$ cat config.mk
export PLATFORM = sky130hd
export DESIGN_NAME = hmmm_datapath
export DESIGN_NICKNAME = d
export VERILOG_FILES = /design/src/rtl/hmmm_datapath.sv
export SDC_FILE = /design/constraint.sdc
export NUM_CORES = 1
export LEC_CHECK = 0
export CAP_MARGIN = 0
export CORE_MARGIN = 2
export CORE_UTILIZATION = 54
export DETAILED_ROUTE_END_ITERATION = 7
export PLACE_DENSITY = 0.84
export SLEW_MARGIN = 20
export SYNTH_ARGS = -nofsm -noshare
export SYNTH_HDL_FRONTEND = slang
export SYNTH_SLANG_ARGS = --single-unit
$ cat constraint.sdc
create_clock -name clk1 -period 6.09 [get_ports clk1]
set_input_delay 1.827 -clock clk1 [delete_from_list [all_inputs] [get_ports clk1]]
set_output_delay 1.827 -clock clk1 [all_outputs]
set_load 0.005 [all_outputs]
$ cat src/rtl/hmmm_datapath.sv
// 8-bit HMMM-subset datapath: PC, instruction/write-back staging, 8x8 register file and add/sub ALU.
// Optional build macro HMMM_R0_ZERO_EN hardwires register 0 to zero.
module hmmm_datapath #(
    parameter int WIDTH = 8
) (
    input  logic             clk1,
    input  logic             reset,
    input  logic             PCEnable,
    input  logic             AdrSrc,
    input  logic             InstrSrc,
    input  logic             RA1Src,
    input  logic             RegWrite,
    input  logic             MemWrite,
    input  logic             TwoRegs,
    input  logic             ALUSub,
    input  logic             RegWLoadSrc,
    input  logic [1:0]       PCSrc,
    input  logic [1:0]       RegWriteSrc,
    input  logic [2:0]       instr1,
    input  logic [WIDTH-1:0] MemData2,
    output logic [WIDTH-1:0] WriteData,
    output logic [WIDTH-1:0] Adr,
    output logic             negative,
    output logic             zero
);

    logic [WIDTH-1:0] PC;
    logic [WIDTH-1:0] pc_next_s;
    logic [WIDTH-1:0] instr_temp2_r;
    logic [WIDTH-1:0] instr2_s;
    logic [WIDTH-1:0] wd3_stage_r;
    logic [WIDTH-1:0] wd3_temp_s;
    logic [WIDTH-1:0] wd3_s;
    logic [WIDTH-1:0] rd1_s;
    logic [WIDTH-1:0] rd2_s;
    logic [WIDTH-1:0] src_a_s;
    logic [WIDTH-1:0] src_b_s;
    logic [WIDTH-1:0] result_s;
    logic [2:0]       ra1_s;
    logic [2:0]       ra2_s;
    logic [2:0]       wa3_s;
    logic             wr_en_s;
    logic [WIDTH-1:0] rf_r [8];
    logic             unused_mem_write_s;

    // The store-cycle strobe only steers the bus driver in the top level.
    assign unused_mem_write_s = MemWrite;

    assign instr2_s = InstrSrc ? MemData2 : instr_temp2_r;
    assign ra1_s    = RA1Src ? instr1 : instr2_s[7:5];
    assign ra2_s    = instr2_s[4:2];
    assign wa3_s    = instr1;

`ifdef HMMM_R0_ZERO_EN
    assign rd1_s   = (ra1_s == 3'd0) ? {WIDTH{1'b0}} : rf_r[ra1_s];
    assign rd2_s   = (ra2_s == 3'd0) ? {WIDTH{1'b0}} : rf_r[ra2_s];
    assign wr_en_s = RegWrite && (wa3_s != 3'd0);
`else
    assign rd1_s   = rf_r[ra1_s];
    assign rd2_s   = rf_r[ra2_s];
    assign wr_en_s = RegWrite;
`endif

    // Subtract is two's complement: inverted operand plus carry-in.
    assign src_a_s  = TwoRegs ? rd1_s : {WIDTH{1'b0}};
    assign src_b_s  = ALUSub ? ~rd2_s : rd2_s;
    assign result_s = src_a_s + src_b_s + {{(WIDTH-1){1'b0}}, ALUSub};

    assign wd3_s     = RegWLoadSrc ? wd3_temp_s : wd3_stage_r;
    assign Adr       = AdrSrc ? rd2_s : PC;
    assign WriteData = rd1_s;
    assign negative  = rd1_s[WIDTH-1];
    assign zero      = ~|rd1_s;

    // Next-PC and write-back source selection.
    always_comb begin
        pc_next_s  = PC + {{(WIDTH-1){1'b0}}, 1'b1};
        wd3_temp_s = result_s;
        case (PCSrc)
            2'b00:   pc_next_s = PC + {{(WIDTH-1){1'b0}}, 1'b1};
            2'b01:   pc_next_s = instr2_s;
            default: pc_next_s = rd1_s;
        endcase
        case (RegWriteSrc)
            2'b00:   wd3_temp_s = instr2_s;
            2'b01:   wd3_temp_s = MemData2;
            default: wd3_temp_s = result_s;
        endcase
    end

    // PC and the two per-cycle staging registers.
    always_ff @(posedge clk1 or posedge reset) begin
        if (reset) begin
            PC            <= {WIDTH{1'b0}};
            instr_temp2_r <= {WIDTH{1'b0}};
            wd3_stage_r   <= {WIDTH{1'b0}};
        end else begin
            if (PCEnable) begin
                PC <= pc_next_s;
            end else begin
                PC <= PC;
            end
            instr_temp2_r <= MemData2;
            wd3_stage_r   <= wd3_temp_s;
        end
    end

    // Register file write port; reads above see the old value until the edge.
    always_ff @(posedge clk1 or posedge reset) begin
        if (reset) begin
            for (int i = 0; i < 8; i++) begin
                rf_r[i] <= {WIDTH{1'b0}};
            end
        end else begin
            if (wr_en_s) begin
                rf_r[wa3_s] <= wd3_s;
            end else begin
                rf_r[wa3_s] <= rf_r[wa3_s];
            end
        end
    end

endmodule

# [Word level (Yosys, flattened, before mapping)]
# Cells that the tools add are included.
[totals] regBits=88 wordCells=51 out_inout_bits=18 inputBits=26
[classes] n_eq_ne=2 add_sub_neg=3 reduce_logical=5 muxes=22 bitwise=4 n_lt_le_gt_ge=4
[op_table] operator="$bwmux 64" count=2
[op_table] operator="$mux 8" count=12
[op_table] operator="$bmux 8 s3" count=3
[op_table] operator="$mux 64" count=1
[op_table] operator="$pmux 8 s2" count=2
[op_table] operator="$demux 8 s3" count=1
[op_table] operator="$ge 4x4->1 const B" count=3
[op_table] operator="$not 3->4" count=3
[op_table] operator="$add 8x1->8" count=1
[op_table] operator="$add 8x1->8 const B" count=1
[op_table] operator="$add 8x8->8" count=1
[op_table] operator="$not 8->8" count=1
[op_table] operator="$reduce_or 8->1" count=1
[op_table] operator="$eq 2x1->1 const B" count=2
[op_table] operator="$logic_not 2->1" count=2
[op_table] operator="$lt 4x1->1 const B" count=1
[op_table] operator="$mux 3" count=1
[op_table] operator="$logic_and 1x1->1" count=1
[op_table] operator="$logic_not 1->1" count=1

# [Logic depth before layout (Yosys ltp)]
# Gate-level depths: netlist (run 1).
[logic_depth] ltp_word=13 mapped_depth=20 depth_no_buf=18

# [Worst setup path after synthesis (run 1)]
# OpenSTA, ideal clock, no wires.
[synth_path] path_type="input-to-output" start="in InstrSrc" end="out zero" cell_stages=9 required_ns=4.263 arrival_ns=4.310 slack_ns=-0.047 n_path_buf=2 path_cell_list="buf_6 -> mux2_4 -> mux2i_4 -> clkbuf_1 -> mux4_2 -> mux2i_1 -> inv_1 -> or4_1 -> nor4_1"
[synth_between] elab_chain_cells=8
[synth_rtl] item="start, declared" line="10" rtl="input logic InstrSrc,"
[synth_rtl] item="$mux 8" line="49" rtl="assign instr2_s = InstrSrc ? MemData2 : instr_temp2_r;"
[synth_rtl] item="$mux 3" line="50" rtl="assign ra1_s = RA1Src ? instr1 : instr2_s[7:5];"
[synth_rtl] item="$not 3->4 (implied by the code)" line="59" rtl="assign rd1_s = rf_r[ra1_s];"
[synth_rtl] item="$bmux 8 s3" line="59"
[synth_rtl] item="$mux 8 (implied by the code) (2 in series)" line="59"
[synth_rtl] item="via WriteData[3]" line="21" rtl="output logic [WIDTH-1:0] WriteData,"
[synth_rtl] item="$reduce_or 8->1" line="73" rtl="assign zero = ~|rd1_s;"
[synth_rtl] item="$logic_not 1->1" line="73"
[synth_rtl] item="end, declared" line="24" rtl="output logic zero"
# The timed path passes the listed nets, and every way through them passes these cells. The select of a mux whose other input is x is not followed.

# [Worst setup path after layout (run 1)]
[layout_path] start="in InstrSrc" end="out zero"
[layout_between] elab_chain_cells=8
[layout_rtl] item="$mux 8" line="49"
[layout_rtl] item="$mux 3" line="50"
[layout_rtl] item="$not 3->4 (implied by the code)" line="59"
[layout_rtl] item="$bmux 8 s3" line="59"
[layout_rtl] item="$mux 8 (implied by the code) (2 in series)" line="59"
[layout_rtl] item="$reduce_or 8->1" line="73"
[layout_rtl] item="$logic_not 1->1" line="73"
# Every way passes these cells. The select of a mux whose other input is x is not followed.

==> impl_metrics.env, run 1 <==
export IMPL_track_usage_pct=34.74
export IMPL_cp_required_ns=4.26
export IMPL_fin_nets=847
export IMPL_io_buffer_count=42
export IMPL_die_area_sq_um=12140
export IMPL_synth_top_area_cell="dfrtp_1"
export IMPL_routed_wl_met3_mm=2.312
export IMPL_tightest_slew_ns=0.8335
export IMPL_top_layer_used="met4"
export IMPL_die_h_um=110.2
export IMPL_synth_seq_area_share_pct=36.17
export IMPL_whs_ns=0.5317
export IMPL_syn_avg_cell_area_sq_um=8.456
export IMPL_finalCritPeriodShare_pct=101.1
export IMPL_gp_congestion=0.9980
export IMPL_antenna_cells=0
export IMPL_crit_path_end_kind="output pin"
export IMPL_worst_slack_ns=-0.06860
export IMPL_avgRoutedWirePerCell_um=21.61
export IMPL_grt_overflow=0
export IMPL_hold_violations=0
export IMPL_drc=0
export IMPL_synth_nets=754
export IMPL_vias=6406
export IMPL_worstSetupPathType="input port to output pin"
export IMPL_violations="setup timing"
export IMPL_first_global_vias=6033
export IMPL_grt_max_degree=59
export IMPL_synth_cells=720
export IMPL_yosys_top_cells_count="nand2_1, dfrtp_1, nor2_1"
export IMPL_synth_top_area_share_pct=36.17
export IMPL_min_delay_path_depth=2
export IMPL_grt_pass1_wl_mm=31.28
export IMPL_synth_edf_count=0
export IMPL_synth_warnings=0
export IMPL_power_density_nw_per_um2=333.8
export IMPL_fmax_mhz=162.4
export IMPL_clk_pin_slew_ns=0.07
export IMPL_rsz0062_at_grt="true"
export IMPL_synthTopCellsByArea="dfrtp_1, nand2_1, mux4_2"
export IMPL_startpoint="InstrSrc"
export IMPL_initial_core_util_pct=55.68
export IMPL_final_max_slew_viol_count=0
export IMPL_cts_made_buffers=9
export IMPL_r2r_cells=20
export IMPL_hpwl_mm=14.18
export IMPL_drtIter0Drc=970
export IMPL_viasPerCell=6.687
export IMPL_core_area_sq_um=10940
export IMPL_r2r_end="rf_r[62]$_DFFE_PP0P_"
export IMPL_std_cell_rows=38
export IMPL_period_minus_slack_ns=6.159
export IMPL_cp_max_fo=3
export IMPL_p_leak_uw=0.003302
export IMPL_n_fill_cell=835
export IMPL_detail_route_antenna_nets=0
export IMPL_fin_skew_ns=0.01030
export IMPL_worst_r2r_startpoint="instr_temp2_r[5]$_DFF_PP0_"
export IMPL_ys_types=65
export IMPL_cap_violations=0
export IMPL_place_area_sq_um=7008
export IMPL_dr_pass1_iters=7
export IMPL_fin_cells=958
export IMPL_cts_hold_buf=0
export IMPL_worst_r2r_setup_slack_ns=1.56
export IMPL_worstSetupStartpointType="input port"
export IMPL_ys_seq_elements=88
export IMPL_synth_most_common_cell="nand2_1"
export IMPL_wl_met1_mm=7.537
export IMPL_worstHoldStart="rf_r[30]$_DFFE_PP0P_"
export IMPL_totalWireLength_mm=20.70
export IMPL_dp_cells=921
export IMPL_fin_area_sq_um=7569
export IMPL_cts_htree_levels=3
export IMPL_clkLatencyLatePin_ns=0.36
export IMPL_max_slew_margin_pct=44.26
export IMPL_synthToLayoutAreaGrowth_pct=24.31
export IMPL_clkSinkCount=88
export IMPL_synthesis_area_sq_um=6088
export IMPL_cts_buffer_depth=2
export IMPL_antenna_found_initial=0
export IMPL_wl_met2_mm=9.285
export IMPL_setup_viol=1
export IMPL_cp_arrival_ns=4.33
export IMPL_die_x_um=110.2
export IMPL_pin_count=44
export IMPL_drive_gt1_share_pct=21.03
export IMPL_ctsRootBufferMaster="clkbuf_16"
export IMPL_ir_drop_uv=163.6
export IMPL_status="complete, but fails checks"
export IMPL_hold_class="register to register"
export IMPL_cts_tree="done"
export IMPL_dominantRegCellSynth="dfrtp_1"
export IMPL_synthArstFlopShare_pct=100.0
export IMPL_min_to="rf_r[30]$_DFFE_PP0P_"
cells by family (layout without fill, tap and decap cells):
logic type                 Yosys count  after routing  synth area share, %
buffers and inverters               66            164                4.665
and+or+nand+nor                    282            282                20.41
AOI/OAI and AO/OA                  202            202                20.84
adders and majority gates            8              8                1.767
xor gates and xnor gates            18             18                2.589
muxes                               56             56                13.56
DFF                                 88             88                36.17
worst max-delay path, cell delays in order:
cell	delay, ns
buf_8	0.10
mux2_4	0.32
mux2i_4	0.21
buf_12	0.14
mux4_2	0.54
mux2i_4	0.23
inv_2	0.07
or4_4	0.53
nor4_4	0.21
buf_2	0.15
where the power goes:
group,total (uW),switching (uW),leakage (uW),internal [uW]
registers,899,172,0.00106,727
logic,1090,551,0.00212,543
clock network,532,254,0.000125,278
state kept, by name, indices dropped and copies added (netlist names):
register       cells
instr_temp2_r      8
wd3_stage_r        8
rf_r              64
PC                 8
timing repair:
item / CTS / global route
gates resized for setup: 39 / 27
pin swaps: 3 / 3
endpoints found under the setup margin: 34 / 29
buffers inserted: 11 / 10
per-layer routing:
metal | up-vias | GRT usage [%]
li1 | 2769 | -
met1 | 2991 | 42.65
met2 | 495 | 55.21
met3 | 151 | 6.702
met4 | 0 | 24.02
met5 | - | 0
per-stage QoR:
step	power, uW	setup slack, ns	utilization, %	TNS, ns
2_1_floorplan	1439	0.1136	-	0
3_3_place_gp	1823	-1.039	64.08	-21.09
3_5_place_dp	1870	-1.032	64.08	-25.23
4_1_cts	2436	-0.06738	68.01	-0.06738
5_1_grt	2651	-0.09388	69.21	-0.2394
6_report	2526	-0.06860	69.21	-0.06860
final cells by class:
cell class                 instances  area [sq um]  area share [%]
clock buffer                      10         229.0           3.025
clock inverter                     6         45.04          0.5951
inverter                          16         62.56          0.8266
multi-input combinational        566          3715           49.08
sequential                        88          2202           29.10
tap                              140         175.2           2.314
timing repair buffer             132          1140           15.06
worst max path at each step:
| stage | end | depth (start not counted) |
|---|---|---|
| detailed placement | zero | 9 |
| finish | zero | 10 |
| floorplan | zero | 9 |
| global route | zero | 10 |
| global placement | zero | 10 |
| CTS | zero | 10 |
cell usage in the layout, fill, tap and decap left out, types with 8 or more instances in the layout:
cell and count:
nand2_1 138, o21ai_0 45, buf_4 82, mux2_2 10, mux2i_1 18, and3_1 11, xnor2_1 12, clkdlybuf4s50_1 30
mux4_2 17, a21oi_1 62, nor2_1 67, nand3_1 18, inv_1 14, nor2b_1 10, o21ai_1 16, a31oi_1 9
a211oi_1 8, dfrtp_1 88, clkbuf_16 9
Note: power is estimated with default switching activity, not from simulation.
==> run 2, diff against run 1 <==
--- a/config.mk
+++ b/config.mk
@@ -5,6 +5,7 @@
 export SDC_FILE = /design/constraint.sdc
 export NUM_CORES = 1
 export LEC_CHECK = 0
+export ABC_AREA = 1
 export CAP_MARGIN = 0
 export CORE_MARGIN = 2
 export CORE_UTILIZATION = 54
==> constraint.sdc (replaced) <==
create_clock -name clk1 -period 6.09 [get_ports clk1]
set_input_delay 1.218 -clock clk1 [delete_from_list [all_inputs] [get_ports clk1]]
set_output_delay 1.218 -clock clk1 [all_outputs]
set_load 0.005 [all_outputs]
==> impl_metrics.env, run 2 <==
export IMPL_status="finished clean"
export IMPL_hpwl_mm=12.91
export IMPL_cts_hold_buf=0
export IMPL_clkSinkCount=88
export IMPL_synthTopCellsByArea="dfrtp_1, nand2_1, nand3_1"
export IMPL_worstSetupStartpointType="input port"
export IMPL_power_density_nw_per_um2=287.0
export IMPL_core_area_sq_um=10890
export IMPL_hold_violations=0
export IMPL_r2r_cells=21
export IMPL_cts_buffer_depth=2
export IMPL_fin_skew_ns=0.01230
export IMPL_ctsResizeCount=0
export IMPL_vias=6298
export IMPL_track_usage_pct=32.83
export IMPL_cap_violations=0
export IMPL_rsz0062_at_grt="false"
export IMPL_synth_warnings=0
export IMPL_layout_common_cells="nand2_1, inv_1, dfrtp_1, nand3_1, o21ai_0"
export IMPL_tightest_slew_ns=0.8111
export IMPL_fin_cells=1052
export IMPL_drive_gt1_share_pct=8.333
export IMPL_first_global_vias=5787
export IMPL_io_buffer_count=42
export IMPL_synth_seq_area_share_pct=36.35
export IMPL_detail_route_antenna_nets=0
export IMPL_die_h_um=109.9
export IMPL_cp_max_fo=14
export IMPL_totalWireLength_mm=18.73
export IMPL_drc=0
export IMPL_syn_avg_cell_area_sq_um=6.940
export IMPL_drtIter0Drc=826
export IMPL_cts_tree="done"
export IMPL_synth_top_area_cell="dfrtp_1"
export IMPL_antenna_cells=0
export IMPL_die_x_um=109.9
export IMPL_std_cell_rows=38
export IMPL_dominantRegCellSynth="dfrtp_1"
export IMPL_max_slew_margin_pct=45.63
export IMPL_hold_class="register to register"
export IMPL_synthToLayoutAreaGrowth_pct=12.16
export IMPL_pin_count=44
export IMPL_grt_pass1_wl_mm=29.61
export IMPL_synth_edf_count=0
export IMPL_setup_tns_ns=0
export IMPL_synth_cells=873
export IMPL_viasPerCell=5.987
export IMPL_avgRoutedWirePerCell_um=17.80
export IMPL_clk_pin_slew_ns=0.09
export IMPL_setup_viol=0
export IMPL_largest_reg_flops=64
export IMPL_worstSetupPathType="input port to output pin"
export IMPL_largest_register="rf_r"
export IMPL_synthesis_area_sq_um=6058
export IMPL_worstHoldStart="rf_r[21]$_DFFE_PP0P_"
export IMPL_cts_setup_buffers=0
export IMPL_cp_arrival_ns=4.50
export IMPL_grt_overflow=0
export IMPL_dp_cells=1036
export IMPL_gp_congestion=0.9549
export IMPL_final_common_cell="nand2_1"
export IMPL_period_minus_slack_ns=5.715
export IMPL_ys_types=44
export IMPL_grt_max_degree=54
export IMPL_dr_pass1_iters=6
export IMPL_ys_seq_elements=88
export IMPL_cp_required_ns=4.87
export IMPL_synth_nets=907
export IMPL_fmax_mhz=175.0
export IMPL_yosys_top_cells_count="nand2_1, inv_1, dfrtp_1"
export IMPL_min_to="rf_r[21]$_DFFE_PP0P_"
export IMPL_die_area_sq_um=12080
export IMPL_synth_most_common_cell="nand2_1"
export IMPL_synthArstFlopShare_pct=100.0
export IMPL_cts_htree_levels=3
export IMPL_min_delay_path_depth=2
export IMPL_crit_path_end_kind="output pin"
export IMPL_ir_drop_uv=196.5
export IMPL_p_leak_uw=0.003283
export IMPL_final_max_slew_viol_count=0
export IMPL_clkLatencyLatePin_ns=0.39
export IMPL_worst_r2r_setup_slack_ns=1.95
export IMPL_synth_top_area_share_pct=36.35
export IMPL_fin_nets=941
export IMPL_r2r_end="rf_r[30]$_DFFE_PP0P_"
export IMPL_ctsRootBufferMaster="clkbuf_8"
export IMPL_antenna_found_initial=0
export IMPL_finalCritPeriodShare_pct=93.85
export IMPL_initial_core_util_pct=55.64
export IMPL_worst_r2r_startpoint="instr_temp2_r[5]$_DFF_PP0_"
export IMPL_cts_made_buffers=9
-- run 2: worst max path at each step --
stage             start              endpoint  slack [ns]  depth (start not counted)
4_1_cts        InstrSrc                  zero        0.42                         14
3_3_place_gp   InstrSrc                  zero        0.52                         15
2_1_floorplan    RA1Src  rf_r[22]$_DFFE_PP0P_        1.73                         22
6_report       InstrSrc                  zero        0.37                         13
5_1_grt        InstrSrc                  zero        0.11                         13
3_5_place_dp   InstrSrc  rf_r[30]$_DFFE_PP0P_        0.41                         22
-- run 2: final cells by class --
class                           instances  area (sq um)
Clock buffer                           10         137.6
Clock inverter                          6         41.29
Multi-Input combinational cell        649          3299
Tap cell                              140         175.2
Inverter                               96         361.6
Sequential cell                        88          2202
Timing Repair Buffer                   63         578.1
Fill cell                             994          4093
-- run 2: where the power goes --
| group | total [uW] | internal, uW | switching, uW |
|---|---|---|---|
| Combinational | 735 | 282 | 453 |
| Sequential | 823 | 711 | 112 |
| Clock | 392 | 161 | 231 |
-- run 2: stage by stage --
stage	utilization [%]	cell area, sq um	hold slack (ns)	power, uW	worst slack [ns]
floorplan	-	6058	0.4489	1300	1.732
global placement	60.72	6611	0.4629	1527	0.5170
detailed placement	60.72	6611	0.4685	1548	0.4133
CTS	62.37	6790	0.4934	1937	0.4228
global route	62.41	6795	0.5106	2079	0.1130
finish	62.41	6795	0.4883	1950	0.3747
-- run 2: layer usage --
layer / vias to the layer above / global-route usage (%) / share of wire [%]
met5: - / 0 / 0
met1: 2877 / 42.81 / 40
met3: 67 / 7.943 / 11
li1: 2974 / - / -
met2: 380 / 51.01 / 45
met4: 0 / 16.00 / 4.1
-- run 2: critical path, stage by stage --
cell,delay (ns)
clkdlybuf4s50_1,0.69
inv_2,0.10
nand2_1,0.10
nand3_2,0.13
nand2_2,0.26
inv_1,0.30
nand2_1,0.13
a32o_1,0.15
inv_1,0.04
o21ai_0,0.31
nand3_1,0.12
nor4_1,0.35
clkdlybuf4s50_1,0.59
-- run 2: logic make-up after synthesis --
family	after synthesis	share of synthesized area, %
muxes	7	1.157
xor gates and xnor gates	7	1.136
DFF	88	36.35
AOI/OAI and AO/OA	199	20.20
buffers and inverters	136	9.273
adders and majority gates	8	1.776
and+or+nand+nor	428	30.11
==> run 3, diff against run 2 <==
--- a/config.mk
+++ b/config.mk
@@ -11,7 +11,9 @@
 export CORE_UTILIZATION = 54
 export DETAILED_ROUTE_END_ITERATION = 7
 export PLACE_DENSITY = 0.84
+export RECOVER_POWER = 100
 export SLEW_MARGIN = 20
 export SYNTH_ARGS = -nofsm -noshare
 export SYNTH_HDL_FRONTEND = slang
 export SYNTH_SLANG_ARGS = --single-unit
+export TNS_END_PERCENT = 30
==> impl_metrics.env, run 3 (synthesized netlist as in run 2, its figures left out) <==
export IMPL_status="complete, but fails checks"
export IMPL_violations="capacitance limit, slew limit"
export IMPL_viasPerCell=5.990
export IMPL_hold_class="register to register"
export IMPL_ctsRootBufferMaster="clkbuf_8"
export IMPL_io_buffer_count=42
export IMPL_layout_common_cells="nand2_1, inv_1, dfrtp_1, nand3_1, o21ai_0"
export IMPL_grt_max_degree=54
export IMPL_drtIter0Drc=855
export IMPL_startpoint="InstrSrc"
export IMPL_final_common_cell="nand2_1"
export IMPL_whs_ns=0.4896
export IMPL_period_minus_slack_ns=5.776
export IMPL_initial_core_util_pct=55.64
export IMPL_cts_htree_levels=3
export IMPL_core_area_sq_um=10890
export IMPL_antenna_cells=0
export IMPL_clkLatencyLatePin_ns=0.39
export IMPL_power_density_nw_per_um2=285.7
export IMPL_first_global_vias=5787
export IMPL_cts_buffer_depth=2
export IMPL_cts_made_buffers=9
export IMPL_largest_register="rf_r"
export IMPL_dr_pass1_iters=6
export IMPL_fin_nets=941
export IMPL_min_delay_path_depth=2
export IMPL_worstHoldStart="rf_r[21]$_DFFE_PP0P_"
export IMPL_clk_pin_slew_ns=0.09
export IMPL_fmax_mhz=173.1
export IMPL_crit_path_end_kind="output pin"
export IMPL_drc=0
export IMPL_die_h_um=109.9
export IMPL_dp_cells=1036
export IMPL_cp_required_ns=4.87
export IMPL_ir_drop_uv=204.1
export IMPL_final_max_slew_viol_count=91
export IMPL_fin_cells=1052
export IMPL_setup_tns_ns=0
export IMPL_n_fill_cell=1009
export IMPL_detail_route_antenna_nets=0
export IMPL_worstSetupPathType="input port to output pin"
export IMPL_clkSinkCount=88
export IMPL_avgRoutedWirePerCell_um=17.77
export IMPL_cts_hold_buf=0
export IMPL_worst_r2r_startpoint="instr_temp2_r[2]$_DFF_PP0_"
export IMPL_grt_pass1_wl_mm=29.61
export IMPL_pin_count=44
export IMPL_finalCritPeriodShare_pct=94.84
export IMPL_cp_arrival_ns=4.56
export IMPL_synthToLayoutAreaGrowth_pct=11.05
export IMPL_fin_skew_ns=0.009484
export IMPL_totalWireLength_mm=18.69
export IMPL_utilization_pct=61.79
export IMPL_antenna_found_initial=0
export IMPL_hpwl_mm=12.91
export IMPL_regArea_sq_um=2202
export IMPL_track_usage_pct=32.83
export IMPL_worstSetupStartpointType="input port"
export IMPL_rsz0062_at_grt="false"
export IMPL_gp_congestion=0.9549
export IMPL_p_leak_uw=0.003272
export IMPL_max_slew_margin_pct=-87.24
export IMPL_cts_tree="done"
export IMPL_hold_violations=0
export IMPL_multi_input_area_sq_um=3243
export IMPL_setup_viol=0
export IMPL_vias=6302
export IMPL_ctsResizeCount=0
export IMPL_drive_gt1_share_pct=6.469
export IMPL_die_x_um=109.9
export IMPL_std_cell_rows=38
export IMPL_cap_violations=2
export IMPL_cts_setup_buffers=0
export IMPL_largest_reg_flops=64
export IMPL_grt_overflow=0
export IMPL_cp_max_fo=14
export IMPL_fin_area_sq_um=6728
export IMPL_place_area_sq_um=6611
export IMPL_tightest_slew_ns=2.809
export IMPL_die_area_sq_um=12080
export IMPL_r2r_cells=22
==> run 3: changes by cell type in the layout (fill, tap and decap cells not counted), sizes merged <==
cell and change:
clkdlybuf4s50 -25, dlygate4sd3 +25, buf -4, clkbuf +4
clkinv -1, clkinvlp +1
==> run 3: cell type report <==
| cell class | instances | area share (%) |
|---|---|---|
| Sequential cell | 88 | 32.73 |
| Tap cell | 140 | 2.604 |
| Multi-Input combinational cell | 649 | 48.21 |
| Inverter | 96 | 5.375 |
| Clock buffer | 10 | 2.046 |
| Timing Repair Buffer | 63 | 8.425 |
| Clock inverter | 6 | 0.6137 |
==> run 3: path summary, 6_finish.rpt <==
kind / slack [ns] / to
min in group asynchronous: 1.71 / instr_temp2_r[4]$_DFF_PP0_
max: 0.31 / zero
max in group asynchronous: 1.09 / rf_r[0]$_DFFE_PP0P_
min reg2reg: 0.49 / rf_r[21]$_DFFE_PP0P_
max reg2reg: 1.71 / rf_r[30]$_DFFE_PP0P_
min: 0.49 / rf_r[21]$_DFFE_PP0P_
==> run 3: power breakdown <==
| group | leakage, uW | internal (uW) | switching, uW |
|---|---|---|---|
| Sequential | 0.00108 | 712 | 112 |
| Combinational | 0.00210 | 265 | 444 |
| Clock | 0.0000968 | 161 | 229 |
==> run 3: critical path: stages <==
cell and delay (ns):
clkdlybuf4s50_1 0.65, inv_1 0.14, nand2_1 0.11, nand3_2 0.13, nand2_2 0.26, inv_1 0.30, nand2_1 0.13, nand3_1 0.08
nand2_1 0.09, nand2_1 0.05, o21a_1 0.21, inv_1 0.10, nand2_1 0.05, nor4_1 0.40, dlygate4sd3_1 0.63
==> run 3: metrics by stage <==
step	power, uW	setup slack [ns]
3_5_place_dp	1548	0.4133
4_1_cts	1937	0.4228
6_report	1922	0.3141
5_1_grt	2053	0.07233
3_3_place_gp	1527	0.5170
2_1_floorplan	1300	1.732
==> run 3: per-layer routing <==
metal  global-route usage (%)  wire length, um  up-vias
li1                         -                -     2968
met1                    42.81             7672     2904
met2                    51.01             8256      355
met3                    7.943             1968       75
met4                    16.00              791        0
met5                        0                0        -
